**src/rtl/video_pattern_gen.sv**
```systemverilog
// video_pattern_gen: de/hs/vs test-pattern source (ramps, checker, solid).
// Optional moving ramp: define VIDEO_PATTERN_GEN_FRAME_SHIFT_EN to offset
// the pattern 0/1 ramps by a per-frame counter.
module video_pattern_gen #(
    parameter int unsigned PIXEL_WIDTH = 12,
    parameter int unsigned SPARSE_MAX  = 15
) (
    input  logic                   clk,
    input  logic                   rst,
    input  logic                   enable,
    input  logic [15:0]            pix_count,
    input  logic [15:0]            line_count,
    input  logic [3:0]             sparse,
    input  logic [15:0]            hblank,
    input  logic [15:0]            vblank,
    input  logic [1:0]             pattern,
    input  logic [PIXEL_WIDTH-1:0] solid_val,
    output logic [PIXEL_WIDTH-1:0] do_o,
    output logic                   de_o,
    output logic                   hs_o,
    output logic                   vs_o,
    output logic                   busy
);

    localparam int unsigned CNT_W      = 18;
    localparam logic [3:0]  SPARSE_LIM = (SPARSE_MAX > 15) ? 4'd15 : 4'(SPARSE_MAX);

    typedef enum logic [2:0] {
        IDLE   = 3'd0,
        ACTIVE = 3'd1,
        GAP    = 3'd2,
        HBLANK = 3'd3,
        VBLANK = 3'd4
    } state_t;

    state_t                 r_state;
    state_t                 w_state_n;
    logic [15:0]            r_x;
    logic [15:0]            r_y;
    logic [15:0]            w_x_n;
    logic [15:0]            w_y_n;
    logic [CNT_W-1:0]       r_cnt;
    logic [CNT_W-1:0]       w_cnt_n;

    // frame configuration, captured when a frame starts
    logic [15:0]            r_pix;
    logic [15:0]            r_lines;
    logic [3:0]             r_sparse;
    logic [15:0]            r_hblank;
    logic [15:0]            r_vblank;
    logic [1:0]             r_pattern;
    logic [PIXEL_WIDTH-1:0] r_solid;

    logic                   w_start;
    logic                   w_frame_end;
    logic                   w_last_pix;
    logic                   w_last_line;
    logic [CNT_W-1:0]       w_line_wait;
    logic [CNT_W-1:0]       w_frame_wait;

    logic [15:0]            w_pix_in;
    logic [15:0]            w_lines_in;
    logic [3:0]             w_sparse_in;
    logic [1:0]             w_pat;
    logic [PIXEL_WIDTH-1:0] w_solid;
    logic [15:0]            w_ramp_x;
    logic [15:0]            w_ramp_y;
    logic [PIXEL_WIDTH-1:0] w_pix;
    logic                   w_de_n;

`ifdef VIDEO_PATTERN_GEN_FRAME_SHIFT_EN
    logic [15:0]            r_frame;
    logic [15:0]            w_frame_n;
`endif

    // normalise incoming configuration before it is captured
    always_comb begin
        w_pix_in    = (pix_count == 16'd0) ? 16'd1 : pix_count;
        w_lines_in  = (line_count == 16'd0) ? 16'd1 : line_count;
        w_sparse_in = (sparse > SPARSE_LIM) ? SPARSE_LIM : sparse;
    end

    // next-state, coordinate and wait-counter logic
    always_comb begin
        w_state_n    = r_state;
        w_x_n        = r_x;
        w_y_n        = r_y;
        w_cnt_n      = r_cnt;
        w_start      = 1'b0;
        w_frame_end  = 1'b0;
        w_last_pix   = (r_x == (r_pix - 16'd1));
        w_last_line  = (r_y == (r_lines - 16'd1));
        w_line_wait  = CNT_W'(r_sparse) + CNT_W'(r_hblank);
        w_frame_wait = w_line_wait + CNT_W'(r_vblank);

        case (r_state)
            IDLE: begin
                if (enable) begin
                    w_start   = 1'b1;
                    w_state_n = ACTIVE;
                    w_x_n     = 16'd0;
                    w_y_n     = 16'd0;
                end
            end
            ACTIVE: begin
                if (!w_last_pix) begin
                    if (r_sparse != 4'd0) begin
                        w_state_n = GAP;
                        w_cnt_n   = CNT_W'(r_sparse) - CNT_W'(1);
                    end else begin
                        w_x_n = r_x + 16'd1;
                    end
                end else if (!w_last_line) begin
                    if (w_line_wait != '0) begin
                        w_state_n = HBLANK;
                        w_cnt_n   = w_line_wait - CNT_W'(1);
                    end else begin
                        w_x_n = 16'd0;
                        w_y_n = r_y + 16'd1;
                    end
                end else begin
                    if (w_frame_wait != '0) begin
                        w_state_n = VBLANK;
                        w_cnt_n   = w_frame_wait - CNT_W'(1);
                    end else begin
                        w_frame_end = 1'b1;
                    end
                end
            end
            GAP: begin
                if (r_cnt == '0) begin
                    w_state_n = ACTIVE;
                    w_x_n     = r_x + 16'd1;
                end else begin
                    w_cnt_n = r_cnt - CNT_W'(1);
                end
            end
            HBLANK: begin
                if (r_cnt == '0) begin
                    w_state_n = ACTIVE;
                    w_x_n     = 16'd0;
                    w_y_n     = r_y + 16'd1;
                end else begin
                    w_cnt_n = r_cnt - CNT_W'(1);
                end
            end
            VBLANK: begin
                if (r_cnt == '0) begin
                    w_frame_end = 1'b1;
                end else begin
                    w_cnt_n = r_cnt - CNT_W'(1);
                end
            end
            default: begin
                w_state_n = IDLE;
            end
        endcase

        // frame end: restart immediately if still enabled, else go idle
        if (w_frame_end) begin
            w_x_n   = 16'd0;
            w_y_n   = 16'd0;
            w_cnt_n = '0;
            if (enable) begin
                w_start   = 1'b1;
                w_state_n = ACTIVE;
            end else begin
                w_state_n = IDLE;
            end
        end
    end

    // pixel value for the coordinate about to be presented
    always_comb begin
        w_pat   = w_start ? pattern   : r_pattern;
        w_solid = w_start ? solid_val : r_solid;
`ifdef VIDEO_PATTERN_GEN_FRAME_SHIFT_EN
        w_frame_n = w_frame_end ? (r_frame + 16'd1) : r_frame;
        w_ramp_x  = w_x_n + w_frame_n;
        w_ramp_y  = w_y_n + w_frame_n;
`else
        w_ramp_x  = w_x_n;
        w_ramp_y  = w_y_n;
`endif
        case (w_pat)
            2'd0:    w_pix = PIXEL_WIDTH'(w_ramp_x);
            2'd1:    w_pix = PIXEL_WIDTH'(w_ramp_y);
            2'd2:    w_pix = (w_x_n[3] ^ w_y_n[3]) ? {PIXEL_WIDTH{1'b1}} : '0;
            default: w_pix = w_solid;
        endcase
        w_de_n = (w_state_n == ACTIVE);
    end

    // state, counters, captured configuration and aligned output registers
    always_ff @(posedge clk or posedge rst) begin
        if (rst) begin
            r_state   <= IDLE;
            r_x       <= 16'd0;
            r_y       <= 16'd0;
            r_cnt     <= '0;
            r_pix     <= 16'd1;
            r_lines   <= 16'd1;
            r_sparse  <= 4'd0;
            r_hblank  <= 16'd0;
            r_vblank  <= 16'd0;
            r_pattern <= 2'd0;
            r_solid   <= '0;
            do_o      <= '0;
            de_o      <= 1'b0;
            hs_o      <= 1'b0;
            vs_o      <= 1'b0;
            busy      <= 1'b0;
        end else begin
            r_state <= w_state_n;
            r_x     <= w_x_n;
            r_y     <= w_y_n;
            r_cnt   <= w_cnt_n;
            if (w_start) begin
                r_pix     <= w_pix_in;
                r_lines   <= w_lines_in;
                r_sparse  <= w_sparse_in;
                r_hblank  <= hblank;
                r_vblank  <= vblank;
                r_pattern <= pattern;
                r_solid   <= solid_val;
            end
            do_o <= w_de_n ? w_pix : '0;
            de_o <= w_de_n;
            hs_o <= w_de_n && (w_x_n == 16'd0);
            vs_o <= w_de_n && (w_x_n == 16'd0) && (w_y_n == 16'd0);
            busy <= (w_state_n != IDLE);
        end
    end

`ifdef VIDEO_PATTERN_GEN_FRAME_SHIFT_EN
    // frame counter driving the moving ramp
    always_ff @(posedge clk or posedge rst) begin
        if (rst) begin
            r_frame <= 16'd0;
        end else begin
            r_frame <= w_frame_n;
        end
    end
`endif

endmodule
```
**config.mk**
```make
export PLATFORM = sky130hd
export DESIGN_NAME = video_pattern_gen
export DESIGN_NICKNAME = d
export VERILOG_FILES = /design/src/rtl/video_pattern_gen.sv
export SDC_FILE = /design/constraint.sdc
export NUM_CORES = 1
export LEC_CHECK = 0
export CAP_MARGIN = 20
export CORE_MARGIN = 10
export CORE_UTILIZATION = 35
export CTS_CLUSTER_DIAMETER = 60
export DETAILED_ROUTE_END_ITERATION = 8
export PLACE_DENSITY = 0.61
export SYNTH_ARGS = -nofsm -noshare
export SYNTH_HDL_FRONTEND = slang
export SYNTH_SLANG_ARGS = --single-unit
```
**constraint.sdc**
```tcl
create_clock -name clk -period 17.65 [get_ports clk]
set_input_delay 3.53 -clock clk [delete_from_list [all_inputs] [get_ports clk]]
set_output_delay 3.53 -clock clk [all_outputs]
set_load 0.05 [all_outputs]
```
# == Word-level counts from Yosys, hierarchy flattened ==
# Cells that the tools add are included.
# totals
regBits,151
in_bits,85
out_inout_bits,16
elab_cells,109
# op_classes
addsub,10
order_cmp,1
eq_ne,13
n_mux,51
n_bitwise,1
reduce_logical,17
# op_table
cell,count
16-bit two-way mux,16
18-bit two-way mux,7
16-bit logical NOT,4
16-bit case mux with 4 select lines,1
16-bit case mux with 3 select lines,1
12-bit two-way mux,3
12-bit case mux with 3 select lines,1
18-bit case mux with 2 select lines,1
18-bit nonzero test,2
"18-bit by 1-bit subtractor with 18-bit output, second input constant",2
"16-bit by 1-bit adder with 16-bit output, second input constant",2
16-bit equality test,2
"16-bit by 1-bit subtractor with 16-bit output, second input constant",2
3-bit two-way mux,8
17-bit by 16-bit adder with 18-bit output,1
18-bit logical NOT,1
"17-bit by 1-bit subtractor with 18-bit output, second input constant",1
4-bit by 16-bit adder with 17-bit output,1
3-bit case mux with 4 select lines,1
"5-bit != test, second input constant",2
1-bit two-way mux,9
"3-bit by 1-bit equality test with 1-bit output, second input constant",2
"3-bit by 2-bit equality test with 1-bit output, second input constant",2
3-bit nonzero test,2
18 further kinds,19

# == Logic depth before layout (Yosys ltp) ==
# Gate-level depths: netlist of the first run.
# logic_depth
depth_word,12
depth_mapped,25
ltp_nobuf,22

# == Least setup slack after synthesis of the first run ==
# Ideal clock, no wire load.
# synth_path
kind,register to register
start,reg r_sparse[0]
end,reg do_o[0]
setup_time_ns,0.121
arrival_ns,5.637
required_ns,17.529
slack_ns,11.891
stages_incl_launch_ff,22
n_path_buf,1
synth_period_minus_slack_ns,5.759
path_cell_list,dfrtp_1 ha_1 inv_1 fa_1 nand2b_1 a21oi_1 and3_1 xor2_1 ha_1 a21oi_1 o21ai_0 nor2_1 xnor2_1 or4b_2 a2111o_1 or4b_1 nand2_1 mux2i_1 clkbuf_1 mux2_2 o22ai_1 nor2_1
# synth_via
elab_chain_cells,12
word_cells_on_any_way,38
classes_between,2 x add/sub; 3 x eq/ne; 28 x mux; 1 x bitwise; 4 x reduce/logical
# synth_rtl
element,line_no,rtl
start: declaration,48,logic [3:0] r_sparse;
start signal: assignment,221,r_sparse <= w_sparse_in;
4-bit by 16-bit adder with 17-bit output,93,w_line_wait = CNT_W'(r_sparse) + CNT_W'(r_hblank);
17-bit by 16-bit adder with 18-bit output,94,w_frame_wait = w_line_wait + CNT_W'(r_vblank);
18-bit nonzero test,122,if (w_frame_wait != '0) begin
1-bit two-way mux,122,
1-bit two-way mux,113,end else if (!w_last_line) begin
1-bit two-way mux,106,if (!w_last_pix) begin
1-bit case mux with 2 select lines,96,case (r_state)
1-bit two-way mux or 16-bit two-way mux (tied branches),160,if (w_frame_end) begin
2-bit two-way mux or 1-bit bitwise XOR (tied branches),"175, 188",
2-bit equality test (tied with other cells),185,case (w_pat)
12-bit case mux with 3 select lines,185,
12-bit two-way mux (*),227,do_o <= w_de_n ? w_pix : '0;
end signal: assignment,227,
end: declaration,18,"output logic [PIXEL_WIDTH-1:0] do_o,"
# Mark *: on every way between the ends. The rest lies on a longest branch, timed or not.
# A chain may end at the register's enable or synchronous reset.

# == Worst setup path in the final report of the first run ==
# layout_path
start,reg r_sparse[0]
end,reg do_o[8]
# The elaborated chain is that of the path after synthesis.

==> results of run 1 <==
worst max-delay path, delay by kind of cell, from the launching register on:
kind | cells | cell delay (ns)
compound gates | 6 | 1.62
simple gates | 7 | 2.45
xor+xnor | 2 | 0.40
buf+inv | 4 | 1.37
fa+ha+maj | 3 | 0.93
flops | 1 | 0.40
registers in the layout, summed over array words and instances, names as in the netlist:
signal and count:
r_pattern 2, busy 1, r_pix 16, r_hblank 16, r_solid 12, r_cnt 18
hs_o 1, r_sparse 4, r_lines 16, vs_o 1, r_y 16, r_x 16
de_o 1, r_state 3, r_vblank 16, do_o 12
kinds of logic after synthesis:
| kind of cell | share of synthesized area (%) |
|---|---|
| flops | 32.0 |
| buf+inv | 4.65 |
| mux | 8.77 |
| compound gates | 20.9 |
| fa+ha+maj | 3.30 |
| simple gates | 23.2 |
| xor+xnor | 7.22 |
layout make-up:
class / count / share of cell area [%]
Clock inverter: 14 / 1.44
Clock buffer: 18 / 3.12
Inverter: 53 / 1.48
Tap cell: 448 / 4.07
Timing Repair Buffer: 112 / 7.93
Multi-Input combinational cell: 1109 / 54.5
Sequential cell: 151 / 27.5
power by group:
part | switching [mW] | total [mW] | leakage, nW | internal [mW]
Sequential | 0 | 0.346 | 1.98 | 0.346
Clock | 0.164 | 0.402 | 0.301 | 0.238
Combinational | 0.0118 | 0.0288 | 3.54 | 0.0170
Total | 0.176 | 0.777 | 5.82 | 0.601
layout by cell type (no fill, tap or decap), types with 21 or more instances in the layout:
cell type / synthesis / routed
ha_1: 28 / 28
inv_1: 50 / 49
o21ai_0: 87 / 87
xor2_1: 33 / 33
nand3_1: 53 / 53
or3_1: 21 / 21
nor3_1: 58 / 57
clkdlybuf4s50_1: 0 / 100
mux2_2: 76 / 76
a31oi_1: 22 / 22
a21oi_1: 97 / 97
nor2_1: 114 / 114
xnor2_1: 54 / 54
o211ai_1: 25 / 25
dfrtp_1: 149 / 149
nand2_1: 115 / 114
through the flow:
| step | power [mW] | area, um^2 |
|---|---|---|
| floorplan | 0.359 | 11800 |
| global placement | 0.382 | 13100 |
| detailed placement | 0.382 | 13100 |
| CTS | 0.787 | 13800 |
| global route | 0.802 | 13800 |
| finish | 0.777 | 13800 |
final timing paths:
path / end / slack, ns / cells past startpoint
worst max register to register: do_o[8] / 10.40 / 22
min in group asynchronous: r_vblank[13] / 3.59 / 2
worst max-delay path: do_o[8] / 10.40 / 22
worst min-delay path: r_solid[5] / 0.49 / 1
worst min register to register: r_solid[5] / 0.49 / 1
max in group asynchronous: r_y[0] / 12.60 / 3
metal layers:
layer / track usage, % / up-vias / routed length (um)
met3: 3.33 / 41 / 2350
met2: 28.5 / 357 / 17400
met4: 4.72 / 0 / 612
met1: 23.5 / 5516 / 16700
li1: - / 5269 / -
met5: 0 / - / 0
==> run summary, run 1 <==
Tot GR Track Use = 17.6%
unrepaired setup endpoints after global routing = false
CTS root buf = clkbuf_16
n_diodes = 0
Synth area leaders = dfrtp_1 (32%), mux2_2 (7.2%), a21oi_1 (4.1%)
detailed router's first-iteration violation count = 1023
Worst VDD drop = 0.0000736 V
Slowest cell on crit path = buf_4
CP Class = flip-flop to flip-flop
Overflow after GRT = 0
DRC = 0
most frequent cell after synthesis = dfrtp_1
CTS tree = built
wire per inst = 19.5 um
Core Util, Final = 41.1%
NumNets Final = 1559
Clock transition at path regs = 0.07 ns
worst-path fanout max = 80
YS warnings = 0
Main synth FF type = dfrtp_1
Final Slew Violations = 0
die area = 0.0415 mm^2
CTS H-tree depth = 4
chip height = 204 um
register bit total from synthesis = 151
Max Root-Sink Buffers = 2
max incr delay on CP = 0.77 ns
vias per cell = 5.87
Placed Cells = 1873
Port-buffer cells = 100
Reg2Reg Launch Point = r_sparse[0]
Setup WS pre-CTS = 10.42 ns
area of the multi-input gates = 0.00750 mm^2
Max-slew headroom = 27.6%
post-synth net total = 1507
CP required = 18.03 ns
pin count of the biggest net entering global routing = 94
fmax = 138 MHz
TritonCTS Buffers = 17
Layout area overhead = 16.5%
leak pwr = 5.82 nW
crit-path cells = ha_1 > inv_1 > fa_1 > nand2b_1 > a21oi_1 > and3_1 > xor2_1 > ha_1 > a21oi_1 > o21ai_0 > nor2_1 > xnor2_1 > or4b_2 > a2111o_1 > or4b_1 > nand2_4 > buf_4 > a21oi_2 > inv_1 > o31ai_1 > buf_4 > and4b_1
Syn Area/Cell = 8.49 um^2
final wirelength = 37.1 mm
Rows = 67
CP endpoint kind = flip-flop
synth cell count leaders = dfrtp_1 (149), nand2_1 (115), nor2_1 (114)
pwr dens = 56.5 mW/mm^2
EDFF count, synth = 0
Post-Synthesis Cells = 1392
largest area contributor in the netlist = dfrtp_1
CP startpoint = r_sparse[0]
setup TNS = 0 ns
Final period util = 41.1%
die width = 204 um
DP HPWL = 27.7 mm
Tmin final = 7.25 ns
clk_lat worst skew = 0.45 ns
Hold Slack = 0.494 ns
cts repair resizes = 0
min-delay src = r_solid[5]
Yosys top cell area share = 31.6%
clock sink total = 151
first-pass GRT wire length = 59.4 mm
Non-Filler Instances = 1905
worst slew pin tran = 1.08 ns
status = complete, no violations
Setup violations, final = 0
setup bufs post-CTS = 0
Initial Util = 35.3%
crit path DAT = 7.63 ns
Seq/Total Area, Yosys = 32.0%
synthesized area = 0.0118 mm^2
flip-flop and latch area = 0.00378 mm^2
hold crit path type = flip-flop to flip-flop
share of cells above drive strength 1 = 11.1%
vias in the first global route = 10900
Hold-fix buffers, CTS = 0
number of I/O pins = 101
Synth cell types = 96
core area = 0.0334 mm^2
initial antenna violation count = 0
max-cap viol count = 0
critical path startpoint category = flip-flop
Worst Skew = 0.0175 ns
Setup WS post-layout = 10.40 ns
total number of vias = 11200
antenna-violating nets left = 0
count of final hold-check violations = 0
Placer Congestion = 0.929
fillers = 3347
Async S/R FF share, synth = 100%
DRT Pass-1 Iters = 5
Note: power is estimated with default switching activity, not from simulation.
==> run 2: changes to the inputs <==
clock period = 6.7 ns   (was 17.65 ns; I/O delays follow)
==> run summary, run 2 (same netlist as run 1, synthesis figures left out) <==
unrepaired setup endpoints after global routing = true
most frequent cells in the layout = dfrtp_1 (149), nor2_1 (114), nand2_1 (113)
Final Slew Violations = 0 (unchanged)
NumNets Final = 1566 (+0.45%)
DRC = 0 (unchanged)
fillers = 3313 (-1.0%)
commonest non-fill, non-tap cell in the layout = dfrtp_1
CP delay by family, top = simple AND/OR/NAND/NOR gates
CP endpoint kind = flip-flop
max incr delay on CP = 0.70 ns (-0.07 ns)
worst-path fanout max = 12 (-85%)
wire per inst = 19.0 um (-2.6%)
Initial Util = 35.3% (unchanged)
CTS H-tree depth = 4 (unchanged)
crit path DAT = 6.61 ns (-1.02 ns)
Clock transition at path regs = 0.07 ns (about the same)
Rows = 67 (unchanged)
vias per cell = 5.80 (-1.2%)
Max Root-Sink Buffers = 2 (unchanged)
pin count of the biggest net entering global routing = 97 (+3.2%)
CTS root buf = clkbuf_16
Overflow after GRT = 0 (unchanged)
die area = 0.0415 mm^2 (unchanged)
CP required = 7.04 ns (-10.99 ns)
Placer Congestion = 0.935 (+0.60%)
Slowest cell on crit path = or4b_2
final wirelength = 36.2 mm (-2.2%)
pwr dens = 141 mW/mm^2 (+150%)
vias in the first global route = 10700 (-1.9%)
max-cap viol count = 0 (unchanged)
number of I/O pins = 101 (unchanged)
Layout area overhead = 16.7%
clk_lat worst skew = 0.45 ns (about the same)
fmax = 160 MHz (+16%)
Non-Filler Instances = 1912 (+0.37%)
Tmin final = 6.26 ns (-0.987 ns)
crit-path cells = ha_1 > inv_1 > fa_1 > nand2b_1 > a21oi_2 > and3_1 > xor2_1 > ha_1 > a21oi_1 > o21ai_0 > nor2_1 > xnor2_1 > or4b_2 > a2111o_1 > or4b_1 > and3_1 > a21oi_4 > inv_2 > o31ai_1 > buf_4 > and4b_1
setup TNS = 0 ns (unchanged)
Core Util, Final = 41.2% (+0.082 points)
first-pass GRT wire length = 57.8 mm (-2.7%)
Worst VDD drop = 0.000191 V (+160%)
Port-buffer cells = 100 (unchanged)
Hold-fix buffers, CTS = 0 (unchanged)
count of final hold-check violations = 0 (unchanged)
DP HPWL = 27.5 mm (-0.70%)
flip-flop and latch area = 0.00378 mm^2 (unchanged)
initial antenna violation count = 0 (unchanged)
n_diodes = 0 (unchanged)
antenna-violating nets left = 0 (unchanged)
total number of vias = 11100 (-0.82%)
die width = 204 um (unchanged)
core area = 0.0334 mm^2 (unchanged)
CP Class = flip-flop to flip-flop
detailed router's first-iteration violation count = 926 (-9.5%)
DRT Pass-1 Iters = 7 (+2)
Placed Cells = 1880 (+0.37%)
Largest register FFs = 18 (unchanged)
Worst Skew = 0.0129 ns (-0.00453 ns)
leak pwr = 5.83 nW (+0.14%)
Max-slew headroom = 30.9% (+3.2 points)
Top reg by flops = r_cnt
crit path buf inv count = 3 (-1)
critical path startpoint category = flip-flop
clock sink total = 151 (unchanged)
chip height = 204 um (unchanged)
hold crit path type = flip-flop to flip-flop
Final period util = 93.5% (+52 points)
Tot GR Track Use = 17.2% (-0.41 points)
Setup violations, final = 0 (unchanged)
worst slew pin tran = 1.03 ns (-0.0484 ns)
area of the multi-input gates = 0.00751 mm^2 (+0.18%)
status = complete, no violations
CTS tree = built
TritonCTS Buffers = 17 (unchanged)
share of cells above drive strength 1 = 11.7% (+0.63 points)
[run 2: through the flow]
step,area [um^2],hold WS (ns),setup WS (ns),power (mW)
after global placement,13200,0.485,0.351,1.01
after global routing,13800,0.516,-0.0520,2.02
after floorplan,11800,0.466,0.941,0.945
after detailed placement,13200,0.493,0.167,1.01
final,13800,0.502,0.436,1.94
after CTS,13800,0.508,0.171,1.97
[run 2: timing repair]
item,in CTS,in global routing
resized for setup,0,4
hold endpoints to repair,0,0
buffers inserted,0,0
setup endpoints to repair,0,18
[run 2: final cells by class]
| class | instances | share of cell area [%] |
|---|---|---|
| multi-input combinational | 1109 | 54.5 |
| sequential | 151 | 27.4 |
| timing repair buffer | 119 | 8.38 |
| tap | 448 | 4.07 |
| clock buffer | 20 | 3.31 |
| inverter | 53 | 1.48 |
| clock inverter | 12 | 0.862 |
[run 2: layer usage]
layer	global-route usage, %	part of all wire [%]
met5	0	0
met2	27.8	47
met3	3.25	6.6
met4	4.80	1.6
met1	22.9	45
[run 2: power breakdown]
part / internal [mW] / switching [mW]
Clock: 0.535 / 0.419
Combinational: 0.0447 / 0.0312
Sequential: 0.912 / 0
[run 2: worst paths after layout]
check / from / end / depth (start not counted) / slack (ns)
max: r_sparse[0] / do_o[8] / 21 / 0.44
min reg2reg: r_solid[5] / r_solid[5] / 1 / 0.50
max in group asynchronous: rst / r_solid[9] / 3 / 3.94
min: r_solid[5] / r_solid[5] / 1 / 0.50
min in group asynchronous: rst / r_vblank[12] / 2 / 1.48
max reg2reg: r_sparse[0] / do_o[8] / 21 / 0.44
